===== config.mk =====
export PLATFORM = sky130hd
export DESIGN_NAME = shift_unit
export DESIGN_NICKNAME = d
export VERILOG_FILES = /design/src/rtl/shift_unit.sv
export SDC_FILE = /design/constraint.sdc
export NUM_CORES = 1
export LEC_CHECK = 0
export ABC_CLOCK_PERIOD_IN_PS = 4300
export BUFFER_PORTS_ARGS = -buffer_cell sky130_fd_sc_hd__buf_4
export CAP_MARGIN = 10
export CORE_ASPECT_RATIO = 1.25
export CORE_UTILIZATION = 53
export CTS_BUF_LIST = sky130_fd_sc_hd__clkbuf_16
export CTS_CLUSTER_DIAMETER = 120
export DETAILED_ROUTE_END_ITERATION = 12
export GPL_ROUTABILITY_DRIVEN = 0
export PLACE_DENSITY = 0.74
export SLEW_MARGIN = 40
export SYNTH_ARGS = -nofsm -noshare
export SYNTH_HDL_FRONTEND = slang
export SYNTH_SLANG_ARGS = --single-unit

===== constraint.sdc =====
create_clock -name clk -period 4.3 [get_ports clk]
set_clock_uncertainty 0.05 [all_clocks]
set_input_delay 0.86 -clock clk [delete_from_list [all_inputs] [get_ports clk]]
set_output_delay 0.86 -clock clk [all_outputs]
set_load 0.05 [all_outputs]

===== src/rtl/shift_unit.sv =====
// shift_unit: multi-cycle shift/rotate unit, up to STEP bits per clock under a start/done handshake.
// Supports shr, shra, shl, ror and rol; other modes pass the operand through unchanged.
`default_nettype none

module shift_unit #(
  parameter int WIDTH = 32,
  parameter int STEP  = 4,
  parameter int AMT_W = WIDTH
) (
  input  logic             clk,
  input  logic             clr,
  input  logic             start,
  input  logic [2:0]       mode,
  input  logic [WIDTH-1:0] din,
  input  logic [AMT_W-1:0] amt,
  output logic [WIDTH-1:0] dout,
  output logic             carry,
  output logic             busy,
  output logic             done
);

  localparam int LW = $clog2(WIDTH);
  localparam int RW = LW + 1;
  localparam int EW = AMT_W + RW;

  localparam logic [2:0] M_SHR  = 3'b000;
  localparam logic [2:0] M_SHRA = 3'b001;
  localparam logic [2:0] M_SHL  = 3'b010;
  localparam logic [2:0] M_ROR  = 3'b011;
  localparam logic [2:0] M_ROL  = 3'b100;

  typedef enum logic [1:0] {S_IDLE, S_SHIFT, S_DONE} state_t;

  state_t           state_q, state_d;
  logic [WIDTH-1:0] work_q, work_d;
  logic [WIDTH-1:0] dout_q, dout_d;
  logic [2:0]       mode_q, mode_d;
  logic [RW-1:0]    rem_q, rem_d;
  logic             carry_q, carry_d;

  logic [EW-1:0]    amt_ext;
  logic [RW-1:0]    eff;
  logic [RW-1:0]    s;
  logic [LW-1:0]    shl_idx, shr_idx;
  logic [WIDTH-1:0] shifted;
  logic             shift_c;

  // Zero-extend so the saturation compare works for any AMT_W, even narrower than log2(WIDTH).
  assign amt_ext = {{RW{1'b0}}, amt};

  always_comb begin
    eff = '0;
    case (mode)
      M_SHR, M_SHRA, M_SHL: eff = (amt_ext >= EW'(WIDTH)) ? RW'(WIDTH) : RW'(amt_ext);
      M_ROR, M_ROL:         eff = RW'(amt_ext[LW-1:0]);
      default:              eff = '0;
    endcase
  end

  assign s       = (rem_q > RW'(STEP)) ? RW'(STEP) : rem_q;
  assign shl_idx = LW'(RW'(WIDTH) - s);
  assign shr_idx = LW'(s - RW'(1));

  // Arithmetic shift keeps the MSB, so the working register always carries the latched sign.
  always_comb begin
    shifted = work_q;
    shift_c = carry_q;
    case (mode_q)
      M_SHR: begin
        shifted = work_q >> s;
        shift_c = work_q[shr_idx];
      end
      M_SHRA: begin
        shifted = $signed(work_q) >>> s;
        shift_c = work_q[shr_idx];
      end
      M_SHL: begin
        shifted = work_q << s;
        shift_c = work_q[shl_idx];
      end
      M_ROR: begin
        shifted = (work_q >> s) | (work_q << (RW'(WIDTH) - s));
        shift_c = shifted[WIDTH-1];
      end
      M_ROL: begin
        shifted = (work_q << s) | (work_q >> (RW'(WIDTH) - s));
        shift_c = shifted[0];
      end
      default: begin
        shifted = work_q;
        shift_c = carry_q;
      end
    endcase
  end

  always_comb begin
    state_d = state_q;
    work_d  = work_q;
    dout_d  = dout_q;
    mode_d  = mode_q;
    rem_d   = rem_q;
    carry_d = carry_q;
    case (state_q)
      S_IDLE, S_DONE: begin
        if (start) begin
          work_d  = din;
          mode_d  = mode;
          rem_d   = eff;
          carry_d = 1'b0;
          if (eff == '0) begin
            state_d = S_DONE;
            dout_d  = din;
          end else begin
            state_d = S_SHIFT;
          end
        end else begin
          state_d = S_IDLE;
        end
      end
      S_SHIFT: begin
        work_d  = shifted;
        carry_d = shift_c;
        rem_d   = rem_q - s;
        if (rem_q == s) begin
          state_d = S_DONE;
          dout_d  = shifted;
        end
      end
      default: state_d = S_IDLE;
    endcase
  end

  always_ff @(posedge clk or negedge clr) begin
    if (!clr) begin
      state_q <= S_IDLE;
      work_q  <= '0;
      dout_q  <= '0;
      mode_q  <= '0;
      rem_q   <= '0;
      carry_q <= 1'b0;
    end else begin
      state_q <= state_d;
      work_q  <= work_d;
      dout_q  <= dout_d;
      mode_q  <= mode_d;
      rem_q   <= rem_d;
      carry_q <= carry_d;
    end
  end

  assign dout  = dout_q;
  assign carry = carry_q;
  assign busy  = (state_q == S_SHIFT);
  assign done  = (state_q == S_DONE);

endmodule

`default_nettype wire


==> flow_results.org <==
** Setup path
- The worst setup path is launched from a flop.
- Among the stages of the critical path, the cell type that occurs most often is sky130_fd_sc_hd__o21ai_0.
- Number of buffers and inverters on the critical path :: 1
- On the worst path, the slowest cell contributes a delay of 630 ps.
- Broken down by cell family, the worst path's largest delay share belongs to simple AND/OR/NAND/NOR gates.
- The critical path is of the flop to flop type.
- Walking the worst path, the cells encountered are or4_4, nor2_8, buf_4, o21ai_0, o21ai_0, a2111oi_0, nor4_1, nor2_1, a221o_1.
- The slowest stage of the critical path is the sky130_fd_sc_hd__o21ai_0 cell.
- In this run the worst path has a maximum fanout of 62.
- Worst endpoint required time :: 4480 ps
- STA classifies the critical path endpoint as a flop.
- STA puts the critical path data arrival time at 4180 ps.

** Timing
- Total negative slack :: 0 ps
- Slew of the pin with the lowest slew margin :: 837 ps
- Final period demand of the worst path :: 3990 ps
- Timing would allow up to about 250 MHz.
- Slew Viols, Final :: 0
- Worst-case headroom to the max-slew limit :: 0.441
- Unrepaired setup endpoints after global routing :: no
- Setup violations remaining at the end of the flow were counted as 0.
- Portion of the clock cycle consumed by the worst path in the final layout :: 0.929
- Number of endpoints with negative hold slack in the final report :: 0

** Route
- Via density per instance :: 7.56
- DRC violation count after routing :: 0
- Once detail routing completed, the nets flagged for antenna violations numbered 0.
- Pre-Repair DR Iteration Count :: 9
- Routed wire per std cell :: around 25 um
- Via count of the routed design :: 9900
- WL final :: 32.6 mm
- DRC marker count from the first detailed-route iteration :: 1908

** Clock tree
- H-Tree Level Count :: 3
- Library cell used as clock root buffer :: sky130_fd_sc_hd__clkbuf_16
- Post-cts sizing count :: 0
- Number of buffers created by CTS :: 9
- Buffer count from post-CTS setup fixing :: 0
- TritonCTS built the clock tree.
- Clock-pin slew was measured on the worst setup and hold paths at 70 ps.
- Clock sink count :: 76
- Maximum clock path buffer count :: 2
- Hold_buf cts :: 0
- At the later pin of the worst-skew pair, clock insertion delay measures 350 ps.

** Logic synthesis
- Yosys mapped the design onto 75 distinct sky130hd cell types.
- Counting flops with a built-in enable in the synthesized netlist gives 0.
- Library cell occupying the most area in the post-synthesis netlist :: sky130_fd_sc_hd__dfrtp_1
- Mean cell area of the mapped netlist :: 7.25 um^2
- Counting flops with an async set or reset pin after synthesis yields a share of 1.00.
- The cell count after synthesis came out at 1105.
- Yosys printed 0 warnings.
- Synthesis inferred 76 register bits.
- By area the synthesized netlist is led by sky130_fd_sc_hd__dfrtp_1 (24%), sky130_fd_sc_hd__a21oi_1 (8.6%), sky130_fd_sc_hd__o21ai_0 (7.3%).
- Of the post-synthesis cell area, the dominant cell type holds 0.237.
- Most frequent cell after synthesis :: sky130_fd_sc_hd__a21oi_1
- Summing every instance area after synthesis gives 8010 um^2.
- Fraction of the yosys area taken by sequential cells :: 0.237
- Prevailing post-synth register cell :: sky130_fd_sc_hd__dfrtp_1
- In the synthesized netlist, the cells that appear most often are sky130_fd_sc_hd__a21oi_1 (137), sky130_fd_sc_hd__o21ai_0 (117), sky130_fd_sc_hd__nor2_1 (102).
- Net count of the mapped netlist :: 1177

** Outcome
- The run finished with clean final reports.

** Die
- After floorplanning, the core was divided into 49 placement rows.
- The core region is around 15000 um^2.
- Area enclosed by the die boundary :: 15600 um^2
- In this run the vertical extent of the chip is 139 um.
- Count of pins on the block boundary :: between 100 and 150
- Width of the die :: 112 um
- Initial core utilization :: 0.549

** Layout
- The count of cells in the finished layout, fillers not included, comes to ~1300.
- In the final design database the tool counted 1198 nets.
- Area Overhead vs Synth :: 13.1%
- Antenna diode count :: 0
- Ratio of cells with drive above 1 in the final layout :: 0.166
- With fillers left out, the area of the finished cells amounts to between 9000 and 10000 um^2.

** Placed design
- In this run, placement finished with an instance count of between 1000 and 1500.
- Input and output buffers added on the ports amount to 104.
- HPWL after DPL :: 22.0 mm
- Cell area after placement :: 8760 um^2

** GRT
- Summed over all layers, the global routing overflow is 0.
- The number of global-route vias before repair was between 9000 and 10000.
- Entering global routing, the biggest net connects 92 pins.
- The number of antenna violations at the first check in global routing is 0.
- Global-route wire length before repair :: 51.7 mm
- Across every metal layer, demand over resource in global routing totals 0.425.

** Min path
- Class of the most critical hold timing path :: flop to flop

** Flow run
- Max-cap violations in this run came to 0.
## through the flow
step / setup slack (ps) / hold slack [ps] / util
4_1_cts: 485 / 438 / 0.620
3_5_place_dp: 513 / 423 / 0.601
2_1_floorplan: 373 / 514 / -
3_3_place_gp: 531 / 418 / 0.600
5_1_grt: 189 / 465 / 0.621
6_report: 305 / 438 / 0.621
## layer usage
layer  routed length, um  global-route usage
met5                   0                   0
met4                2370               0.230
met1               12000               0.574
met3                4870               0.135
met2               13400               0.602
## worst paths after layout
check,from,cells past startpoint,slack (ps),endpoint
min in group asynchronous,clr,1,470,state_q[0]$_DFFE_PN0N_
hold reg to reg,dout[6]$_DFFE_PN0P_,2,440,dout[6]$_DFFE_PN0P_
setup / recovery,rem_q[3]$_DFFE_PN0P_,9,310,work_q[30]$_DFFE_PN0P_
hold / removal,dout[6]$_DFFE_PN0P_,2,440,dout[6]$_DFFE_PN0P_
max in group asynchronous,clr,1,3200,dout[25]$_DFFE_PN0P_
setup reg to reg,rem_q[3]$_DFFE_PN0P_,9,310,work_q[30]$_DFFE_PN0P_
## cells in the final DEF (no fill, tap or decap), types with 7 or more instances in the layout
| master | n |
|---|---|
| sky130_fd_sc_hd__a21oi_1 | 137 |
| sky130_fd_sc_hd__buf_4 | 135 |
| sky130_fd_sc_hd__o21ai_0 | 116 |
| sky130_fd_sc_hd__nor2_1 | 101 |
| sky130_fd_sc_hd__nand2_1 | 98 |
| sky130_fd_sc_hd__nor3_1 | 82 |
| sky130_fd_sc_hd__dfrtp_1 | 76 |
| sky130_fd_sc_hd__mux2i_1 | 38 |
| sky130_fd_sc_hd__a211oi_1 | 25 |
| sky130_fd_sc_hd__a31oi_1 | 24 |
| sky130_fd_sc_hd__nand3_1 | 23 |
| sky130_fd_sc_hd__o22ai_1 | 14 |
| sky130_fd_sc_hd__inv_1 | 13 |
| sky130_fd_sc_hd__mux4_2 | 12 |
| sky130_fd_sc_hd__nor4_1 | 12 |
| sky130_fd_sc_hd__o211ai_1 | 11 |
| sky130_fd_sc_hd__o31ai_1 | 10 |
| sky130_fd_sc_hd__a22oi_1 | 10 |
| sky130_fd_sc_hd__and3_1 | 9 |
| sky130_fd_sc_hd__o21a_1 | 9 |
| sky130_fd_sc_hd__clkbuf_16 | 9 |
| sky130_fd_sc_hd__a221oi_1 | 8 |
| sky130_fd_sc_hd__o221ai_1 | 8 |
| sky130_fd_sc_hd__a221o_1 | 8 |
| sky130_fd_sc_hd__o21ai_1 | 8 |
| sky130_fd_sc_hd__mux4_1 | 7 |
| sky130_fd_sc_hd__o32ai_1 | 7 |
| sky130_fd_sc_hd__o21bai_1 | 7 |
## kinds of logic (layout without fill, tap and decap cells)
family,Yosys count,count (layout),share of synthesized area
compound gates,466,466,0.368
xor+xnor,2,2,0.00219
fa+ha+maj,2,2,0.00312
buf+inv,144,170,0.0760
flops,76,76,0.237
mux,62,62,0.111
other cells,1,1,0.000468
simple gates,352,352,0.202
## worst min-delay path, delay by kind of cell, from the launching register on
family	cells	cell delay, ps
compound gates	1	60
simple gates	1	50
flops	1	350
## area by class of cell
type	instances	area (um^2)
inverters	17	68.8
clock inverters	7	57.6
repair buffers	137	1040
clock buffers	9	225
fillers	1327	5530
well taps	178	223
flip-flops and latches	76	1900
multi-input cells	885	5540
## state kept, by name (all words and copies together) (netlist names)
name     cells
dout        32
work_q      32
rem_q        6
mode_q       3
state_q      2
carry        1
Power is not shown: default switching activity piles up to over one toggle a cycle in this logic, so the estimate is an artifact.
